[config.mk]
export PLATFORM = sky130hd
export DESIGN_NAME = rob_param
export DESIGN_NICKNAME = d
export VERILOG_FILES = /design/src/rtl/rob_param.sv
export SDC_FILE = /design/constraint.sdc
export NUM_CORES = 2
export LEC_CHECK = 0
export BUFFER_PORTS_ARGS = -buffer_cell sky130_fd_sc_hd__buf_4
export CORE_ASPECT_RATIO = 1.75
export CORE_MARGIN = 2
export CORE_UTILIZATION = 30
export DETAILED_ROUTE_END_ITERATION = 8
export PLACE_DENSITY_LB_ADDON = 0.3
export REMOVE_ABC_BUFFERS = 1
export SLEW_MARGIN = 30
export SYNTH_ARGS = -nofsm -noshare
export SYNTH_HDL_FRONTEND = slang
export SYNTH_SLANG_ARGS = --single-unit
[constraint.sdc]
create_clock -name clk_in -period 7.5 [get_ports clk_in]
set_input_delay 0.75 -clock clk_in [delete_from_list [all_inputs] [get_ports clk_in]]
set_output_delay 0.75 -clock clk_in [all_outputs]
set_load 0.01 [all_outputs]
[src/rtl/rob_param.sv]
// ---------------------------------------------------------------------------
// rob_param -- parametrised reorder buffer
//
// Sits between dispatch (push), the execution units (write-back ports) and
// the commit logic (commit port). Entries are allocated in program order at
// the rear, completed out of order by tag, and retired in order from the
// front through a valid/ready handshake. A flush discards every entry.
//
// Tags are slot index + 1, so tag 0 means "no entry". Occupancy is held in
// an explicit count register, which lets all DEPTH slots be used.
//
// Optional feature (compile-time macro):
//   ROB_QUERY_EN  adds two combinational operand-lookup ports for rename:
//                 qry_tag (2*TAG_W), qry_ready (2), qry_val (2*XLEN).
//                 Without the macro those ports and their logic are absent.
//
// Ports:
//   clk_in          clock, rising edge
//   rst_n_in        asynchronous active-low reset
//   rdy_in          global enable; low holds all state
//   flush           misprediction clear (outranks everything else)
//   push_valid      dispatch request
//   push_rd_idx     destination register of the pushed instruction
//   push_src_addr   PC of the pushed instruction
//   push_tag        tag the next accepted push receives; 0 when full
//   rob_full        count == DEPTH
//   rob_empty       count == 0
//   count           occupied entries
//   wb_valid        per-port write-back strobe
//   wb_tag          port p tag at [p*TAG_W +: TAG_W]
//   wb_val          port p value at [p*XLEN +: XLEN]
//   commit_valid    head entry occupied and ready
//   commit_ready    consumer accepts the head entry
//   commit_tag      head tag        (0 when commit_valid is low)
//   commit_val      head value      (0 when commit_valid is low)
//   commit_addr     head PC         (0 when commit_valid is low)
//   commit_rd_idx   head rd         (0 when commit_valid is low)
// ---------------------------------------------------------------------------
module rob_param #(
    parameter int DEPTH    = 16,
    parameter int IDX_W    = $clog2(DEPTH),
    parameter int TAG_W    = $clog2(DEPTH + 1),
    parameter int XLEN     = 32,
    parameter int WB_PORTS = 2
) (
    input  logic                      clk_in,
    input  logic                      rst_n_in,
    input  logic                      rdy_in,
    input  logic                      flush,

    input  logic                      push_valid,
    input  logic [4:0]                push_rd_idx,
    input  logic [XLEN-1:0]           push_src_addr,
    output logic [TAG_W-1:0]          push_tag,
    output logic                      rob_full,
    output logic                      rob_empty,
    output logic [TAG_W-1:0]          count,

    input  logic [WB_PORTS-1:0]       wb_valid,
    input  logic [WB_PORTS*TAG_W-1:0] wb_tag,
    input  logic [WB_PORTS*XLEN-1:0]  wb_val,

    output logic                      commit_valid,
    input  logic                      commit_ready,
    output logic [TAG_W-1:0]          commit_tag,
    output logic [XLEN-1:0]           commit_val,
    output logic [XLEN-1:0]           commit_addr,
    output logic [4:0]                commit_rd_idx
`ifdef ROB_QUERY_EN
    ,
    input  logic [2*TAG_W-1:0]        qry_tag,
    output logic [1:0]                qry_ready,
    output logic [2*XLEN-1:0]         qry_val
`endif
);

    // -----------------------------------------------------------------------
    // State
    // -----------------------------------------------------------------------
    logic [IDX_W-1:0] front_q, front_d;
    logic [IDX_W-1:0] rear_q,  rear_d;
    logic [TAG_W-1:0] count_q, count_d;
    logic [DEPTH-1:0] busy_q,  busy_d;
    logic [DEPTH-1:0] ready_q, ready_d;

    // Payload fields carry no reset: they are only observable through
    // busy/ready, which are reset.
    logic [4:0]       rd_q   [DEPTH];
    logic [4:0]       rd_d   [DEPTH];
    logic [XLEN-1:0]  val_q  [DEPTH];
    logic [XLEN-1:0]  val_d  [DEPTH];
    logic [XLEN-1:0]  addr_q [DEPTH];
    logic [XLEN-1:0]  addr_d [DEPTH];

    logic             head_ok;
    logic             push_acc;
    logic             commit_fire;

    logic [WB_PORTS-1:0] wb_hit;
    logic [IDX_W-1:0]    wb_slot [WB_PORTS];

    // -----------------------------------------------------------------------
    // Write-back tag decode. Tags outside 1..DEPTH never address a slot, so
    // a stray wide tag cannot alias onto a live entry after truncation.
    // -----------------------------------------------------------------------
    for (genvar p = 0; p < WB_PORTS; p++) begin : g_wb
        logic [TAG_W-1:0] tag;
        assign tag        = wb_tag[p*TAG_W +: TAG_W];
        assign wb_hit[p]  = wb_valid[p] && (tag != '0) && (tag <= TAG_W'(DEPTH));
        assign wb_slot[p] = IDX_W'(tag - TAG_W'(1));
    end

    // -----------------------------------------------------------------------
    // Status and handshake
    // -----------------------------------------------------------------------
    assign rob_full    = (count_q == TAG_W'(DEPTH));
    assign rob_empty   = (count_q == '0);
    assign count       = count_q;
    assign head_ok     = busy_q[front_q] && ready_q[front_q];

    // Full is judged on the registered count, so a commit in the same cycle
    // does not open a slot for a push.
    assign push_acc    = push_valid && !rob_full;
    assign commit_fire = head_ok && commit_ready;

    assign push_tag    = rob_full ? '0 : (TAG_W'(rear_q) + TAG_W'(1));

    assign commit_valid  = head_ok;
    assign commit_tag    = head_ok ? (TAG_W'(front_q) + TAG_W'(1)) : '0;
    assign commit_val    = head_ok ? val_q[front_q]  : '0;
    assign commit_addr   = head_ok ? addr_q[front_q] : '0;
    assign commit_rd_idx = head_ok ? rd_q[front_q]   : '0;

    // -----------------------------------------------------------------------
    // Next-state logic
    // -----------------------------------------------------------------------
    always_comb begin
        front_d = front_q;
        rear_d  = rear_q;
        count_d = count_q;
        busy_d  = busy_q;
        ready_d = ready_q;
        rd_d    = rd_q;
        val_d   = val_q;
        addr_d  = addr_q;

        if (rdy_in) begin
            if (flush) begin
                busy_d  = '0;
                ready_d = '0;
                front_d = '0;
                rear_d  = '0;
                count_d = '0;
            end else begin
                // Eligibility is tested on registered busy/ready, so a slot
                // being pushed this cycle is not yet writable. Walking the
                // ports from highest to lowest lets the lowest index land
                // last when two ports hit the same slot.
                for (int p = WB_PORTS - 1; p >= 0; p--) begin
                    if (wb_hit[p] && busy_q[wb_slot[p]] && !ready_q[wb_slot[p]]) begin
                        ready_d[wb_slot[p]] = 1'b1;
                        val_d[wb_slot[p]]   = wb_val[p*XLEN +: XLEN];
                    end
                end

                // The rear slot is never busy when a push is accepted, so
                // this cannot collide with the write-back updates above.
                if (push_acc) begin
                    busy_d[rear_q]  = 1'b1;
                    ready_d[rear_q] = 1'b0;
                    rd_d[rear_q]    = push_rd_idx;
                    addr_d[rear_q]  = push_src_addr;
                    val_d[rear_q]   = '0;
                    rear_d          = rear_q + IDX_W'(1);
                end

                // The head is already ready when it fires, so write-back
                // left it untouched; clearing it here is unambiguous.
                if (commit_fire) begin
                    busy_d[front_q]  = 1'b0;
                    ready_d[front_q] = 1'b0;
                    front_d          = front_q + IDX_W'(1);
                end

                count_d = count_q + TAG_W'(push_acc) - TAG_W'(commit_fire);
            end
        end
    end

    // -----------------------------------------------------------------------
    // Control registers
    // -----------------------------------------------------------------------
    always_ff @(posedge clk_in or negedge rst_n_in) begin
        if (!rst_n_in) begin
            front_q <= '0;
            rear_q  <= '0;
            count_q <= '0;
            busy_q  <= '0;
            ready_q <= '0;
        end else begin
            front_q <= front_d;
            rear_q  <= rear_d;
            count_q <= count_d;
            busy_q  <= busy_d;
            ready_q <= ready_d;
        end
    end

    // -----------------------------------------------------------------------
    // Payload registers
    // -----------------------------------------------------------------------
    always_ff @(posedge clk_in) begin
        rd_q   <= rd_d;
        val_q  <= val_d;
        addr_q <= addr_d;
    end

`ifdef ROB_QUERY_EN
    // -----------------------------------------------------------------------
    // Operand lookup for rename. Reads registered state only, so a value
    // written back this cycle becomes visible from the next cycle.
    // -----------------------------------------------------------------------
    for (genvar k = 0; k < 2; k++) begin : g_qry
        logic [TAG_W-1:0] tag;
        logic [IDX_W-1:0] slot;
        logic             hit;
        assign tag  = qry_tag[k*TAG_W +: TAG_W];
        assign slot = IDX_W'(tag - TAG_W'(1));
        assign hit  = (tag != '0) && (tag <= TAG_W'(DEPTH)) && busy_q[slot] && ready_q[slot];
        assign qry_ready[k]            = hit;
        assign qry_val[k*XLEN +: XLEN] = hit ? val_q[slot] : '0;
    end
`endif

endmodule

==> PnR_summary.wiki <==
{| class="wikitable"
! Metric !! Value
|-
| Post-synthesis share of cell area spent on and, or, nand and nor gates || 0.04069
|-
| Crit path arrival time || 4.85 ns
|-
| Share of cells above drive strength 1 || 0.2168
|-
| Total CTS buffers || 117
|-
| GRT Residual Overflow || 0
|-
| Gate count of the mapped netlist || 4,003
|-
| Run status || finished clean
|-
| Pin count of the biggest net entering global routing || 172
|-
| Clock tree from TritonCTS || done
|-
| Share of Yosys cell area claimed by the top area cell type || 0.5808
|-
| Global-route wire length before repair || 274,600 um
|-
| Area of the core || 189,000 um2
|-
| Via count of the first global-routing pass || 36,845
|-
| CP startpoint kind || flop
|-
| Min-Delay Path Class || in -> reg
|-
| Max capacitance violation total || 0
|-
| Cell types with the largest area share after synthesis || sky130_fd_sc_hd__edfxtp_1 58%, sky130_fd_sc_hd__mux4_2 14%, sky130_fd_sc_hd__mux2i_1 7.3%
|-
| Number of violations reported at the end of detailed-routing iteration 0 || 3,948
|-
| Number of standard cells in the layout, taps in and fillers out || 6,591
|-
| Die Y-Extent || 581.0 um
|-
| Number of hold-slack violations in the final timing report || 0
|-
| Net total in the final layout || 4,182
|-
| Warnings, synthesis || 0
|-
| Number of different library cells in the post-synthesis netlist || 70
|-
| Cell type of the slowest stage on the worst timing path || sky130_fd_sc_hd__dfrtp_4
|-
| Power density cells || roughly 230 nW/um2
|-
| Power consumption || 15.34 mW
|-
| Highest attainable clock frequency || 178.5 MHz
|-
| Routability Congestion || a little under 0.8
|-
| Vias after detailed routing || 36,903
|-
| Min Hold Slack || ~0.27 ns
|-
| Post-DR wirelength/cell || 29.04 um
|-
| Synthesized area divided by synthesized cell count || ~14 um2
|-
| Flops & latches, synth || 1,149
|-
| Final max-slew violation count || 0
|-
| GRT Resource Usage Total || 0.1935
|-
| Setup Buffers After CTS || 0
|-
| Adder-cell area share of the yosys netlist || 0.005393
|-
| Estimated wirelength of the detail-placed design || 107,200 um
|-
| Sequential share of the synthesized area || 0.6006
|-
| Share of flip-flops with an asynchronous set or reset || 0.03916
|-
| Wl on met1 || 73,650 um
|-
| Length of routed met2 wiring || 98,110 um
|-
| Sort of element at the end of the critical path || primary output
|-
| Syn Std Cell Area || ~57,000 um2
|-
| Data required time at the worst endpoint || slightly below 7 ns
|-
| Class of the most critical setup path || reg -> out
|-
| Clock tree root buffer cell || sky130_fd_sc_hd__clkbuf_16
|-
| Final Routed Wirelength || 191,400 um
|-
| Synth Flop Type || sky130_fd_sc_hd__edfxtp_1
|-
| Most area-hungry cell type in the Yosys netlist || sky130_fd_sc_hd__edfxtp_1
|-
| Max Used Layer || met5
|-
| Latest clock arrival within the worst-skew pair || 0.75 ns
|-
| Met3 Wirelength || 13,290 um
|-
| Starting density of the core || 0.3019
|-
| Maximum fanout along the worst path || 37
|-
| Most Frequent Cell on Critical Path || sky130_fd_sc_hd__buf_4
|-
| Worst-path clk slew || 0.06 ns
|-
| I/O pin cnt || 206
|-
| Critical Path Max Stage Delay || 0.96 ns
|-
| Count of input and output buffers || roughly 210
|-
| Clk sinks || 1,149
|-
| Placed instance count || 6,361
|-
| Largest voltage drop on the vdd net || 0.2412 mV
|-
| DRT antenna net count || 0
|-
| Clock buffer depth || 3
|-
| Series of cell instances along the critical path || buf_4 > buf_4 > mux4_2 > mux4_2 > and2_1 > buf_4
|-
| Share of the synthesized area in compound gates (AO/OA/AOI/OAI) || 0.1079
|-
| Number of enable flip-flop cells after synthesis || ~1,100
|-
| Transition time at the pin with the least slew margin || 1.017 ns
|-
| Die area || 193,900 um2
|-
| Residual DRC count || 0
|-
| Final number of setup-violating endpoints || 0
|-
| Mux share of post-synthesis cell area || 0.2134
|-
| Crit path time final || 5.604 ns
|-
| Remaining max-slew budget at the tightest pin || 0.3191
|-
| Synthesized-area fraction occupied by xor and xnor cells || 0.001381
|-
| Area growth from synthesis to layout || 14.41%
|-
| Unrepaired setup endpoints after global routing || false
|-
| Iteration count of the initial detailed-routing pass || 5
|-
| Fraction of the cycle the final worst path needs || 0.7472
|-
| Static power due to leakage || 22.66 nW
|-
| Per-cell via count in the routed design || between 5 and 6
|-
| Row count || 211
|-
| Largest family of logic cells by synthesized area || multiplexers
|-
| Clock Skew || about 0.047 ns
|-
| Horizontal die dimension || 333.7 um
|-
| H-tree levels || 3
|-
| Antenna violations before repair || 24
|-
| Final standard cell utilization of the core || 0.3455
|}
==> placed cells by master, fill, tap and decap left out, types with 25 or more instances in the layout <==
master and n:
sky130_fd_sc_hd__clkbuf_16 119, sky130_fd_sc_hd__nand2_1 196, sky130_fd_sc_hd__edfxtp_1 1104, sky130_fd_sc_hd__o21ai_0 534, sky130_fd_sc_hd__nor2b_1 26, sky130_fd_sc_hd__mux2i_1 418, sky130_fd_sc_hd__a21oi_1 491, sky130_fd_sc_hd__a31oi_1 68
sky130_fd_sc_hd__clkinv_1 25, sky130_fd_sc_hd__buf_4 281, sky130_fd_sc_hd__mux4_2 355, sky130_fd_sc_hd__dfrtp_1 42, sky130_fd_sc_hd__nor2_1 36, sky130_fd_sc_hd__clkbuf_1 27, sky130_fd_sc_hd__and2_1 80
==> routing by layer <==
layer	GRT usage	up-vias
met1	0.2383	18976
met3	0.03373	350
met4	0.06534	34
met5	0	-
met2	0.3409	1537
li1	-	16006
==> logic make-up after synthesis <==
group	count (synthesis)
compound gates	1166
flops	1149
mux	773
simple gates	467
buf+inv	415
fa+ha+maj	24
xor+xnor	9
==> path summary, 6_finish.rpt <==
check,start,to,slack (ns),cells after the start
worst min register to register,busy_q[8],busy_q[8],0.50,2
worst max-delay path,front_q[0],commit_val[3],1.90,6
max in group asynchronous,rst_n_in,front_q[3],6.33,2
worst min-delay path,flush,rear_q[0],0.27,2
worst max register to register,front_q[0],count[4],2.51,16
min in group asynchronous,rst_n_in,count[4],0.63,2
==> synth_stat cells (4+ instances only) <==
cell and count:
sky130_fd_sc_hd__nand2_1 198, sky130_fd_sc_hd__nor2b_1 26, sky130_fd_sc_hd__nand4_1 19, sky130_fd_sc_hd__inv_1 21
sky130_fd_sc_hd__buf_2 46, sky130_fd_sc_hd__nand2b_1 6, sky130_fd_sc_hd__xor2_1 4, sky130_fd_sc_hd__and2_1 80
sky130_fd_sc_hd__mux2i_1 418, sky130_fd_sc_hd__nand3_2 7, sky130_fd_sc_hd__a21oi_1 491, sky130_fd_sc_hd__a21boi_0 4
sky130_fd_sc_hd__nor2_1 53, sky130_fd_sc_hd__clkbuf_1 298, sky130_fd_sc_hd__mux4_2 355, sky130_fd_sc_hd__edfxtp_1 1104
sky130_fd_sc_hd__o21a_1 6, sky130_fd_sc_hd__a2bb2oi_1 10, sky130_fd_sc_hd__and3_1 14, sky130_fd_sc_hd__dfrtp_1 45
sky130_fd_sc_hd__ha_1 23, sky130_fd_sc_hd__buf_1 13, sky130_fd_sc_hd__a31oi_1 68, sky130_fd_sc_hd__nor3b_1 6
sky130_fd_sc_hd__nand3_1 35, sky130_fd_sc_hd__o211ai_1 4, sky130_fd_sc_hd__nor3_1 5, sky130_fd_sc_hd__o22ai_1 4
sky130_fd_sc_hd__buf_4 30, sky130_fd_sc_hd__o31ai_1 10, sky130_fd_sc_hd__o21ai_0 534, sky130_fd_sc_hd__o22a_1 4
sky130_fd_sc_hd__xnor2_1 5
==> power by group <==
part           switching (mW)  internal (mW)
combinational            1.12          0.949
clock                    2.64           3.25
sequential              0.134           7.24
==> registers in the layout (all words and copies together), names as in the netlist <==
| register | cells |
|---|---|
| count | 5 |
| busy_q | 16 |
| ready_q | 16 |
| addr_q | 512 |
| val_q | 512 |
| rd_q | 80 |
| rear_q | 4 |
| front_q | 4 |
==> critical path, delay by kind of cell (launching register included) <==
family / cells / cell delay, ns
DFF: 1 / 0.96
buffers and inverters: 3 / 1.66
muxes: 2 / 1.08
and+or+nand+nor: 1 / 0.23
==> timing repair <==
action / in CTS / in global routing
hold buffers: 1 / 0
hold endpoints to repair: 37 / 0
resized for setup: 0 / 0
==> cell type report <==
cell class / instances / area, um2
flip-flops and latches: 1149 / 34290
repair buffers: 307 / 2656
fillers: 18307 / 123700
well taps: 2449 / 3064
clock inverters: 70 / 664.4
clock buffers: 148 / 3107
multi-input cells: 2439 / 21400
diodes: 4 / 10.01
inverters: 25 / 113.9
==> through the flow <==
step,setup slack [ns],setup TNS [ns],instance area (um2)
after detailed placement,2.485,0,61330
final,1.896,0,65300
after CTS,1.683,0,65120
after global placement,2.464,0,61060
after floorplan,-9.506,-3378.54,55420
after global routing,1.597,0,65290
Note: power is estimated with default switching activity, not from simulation.
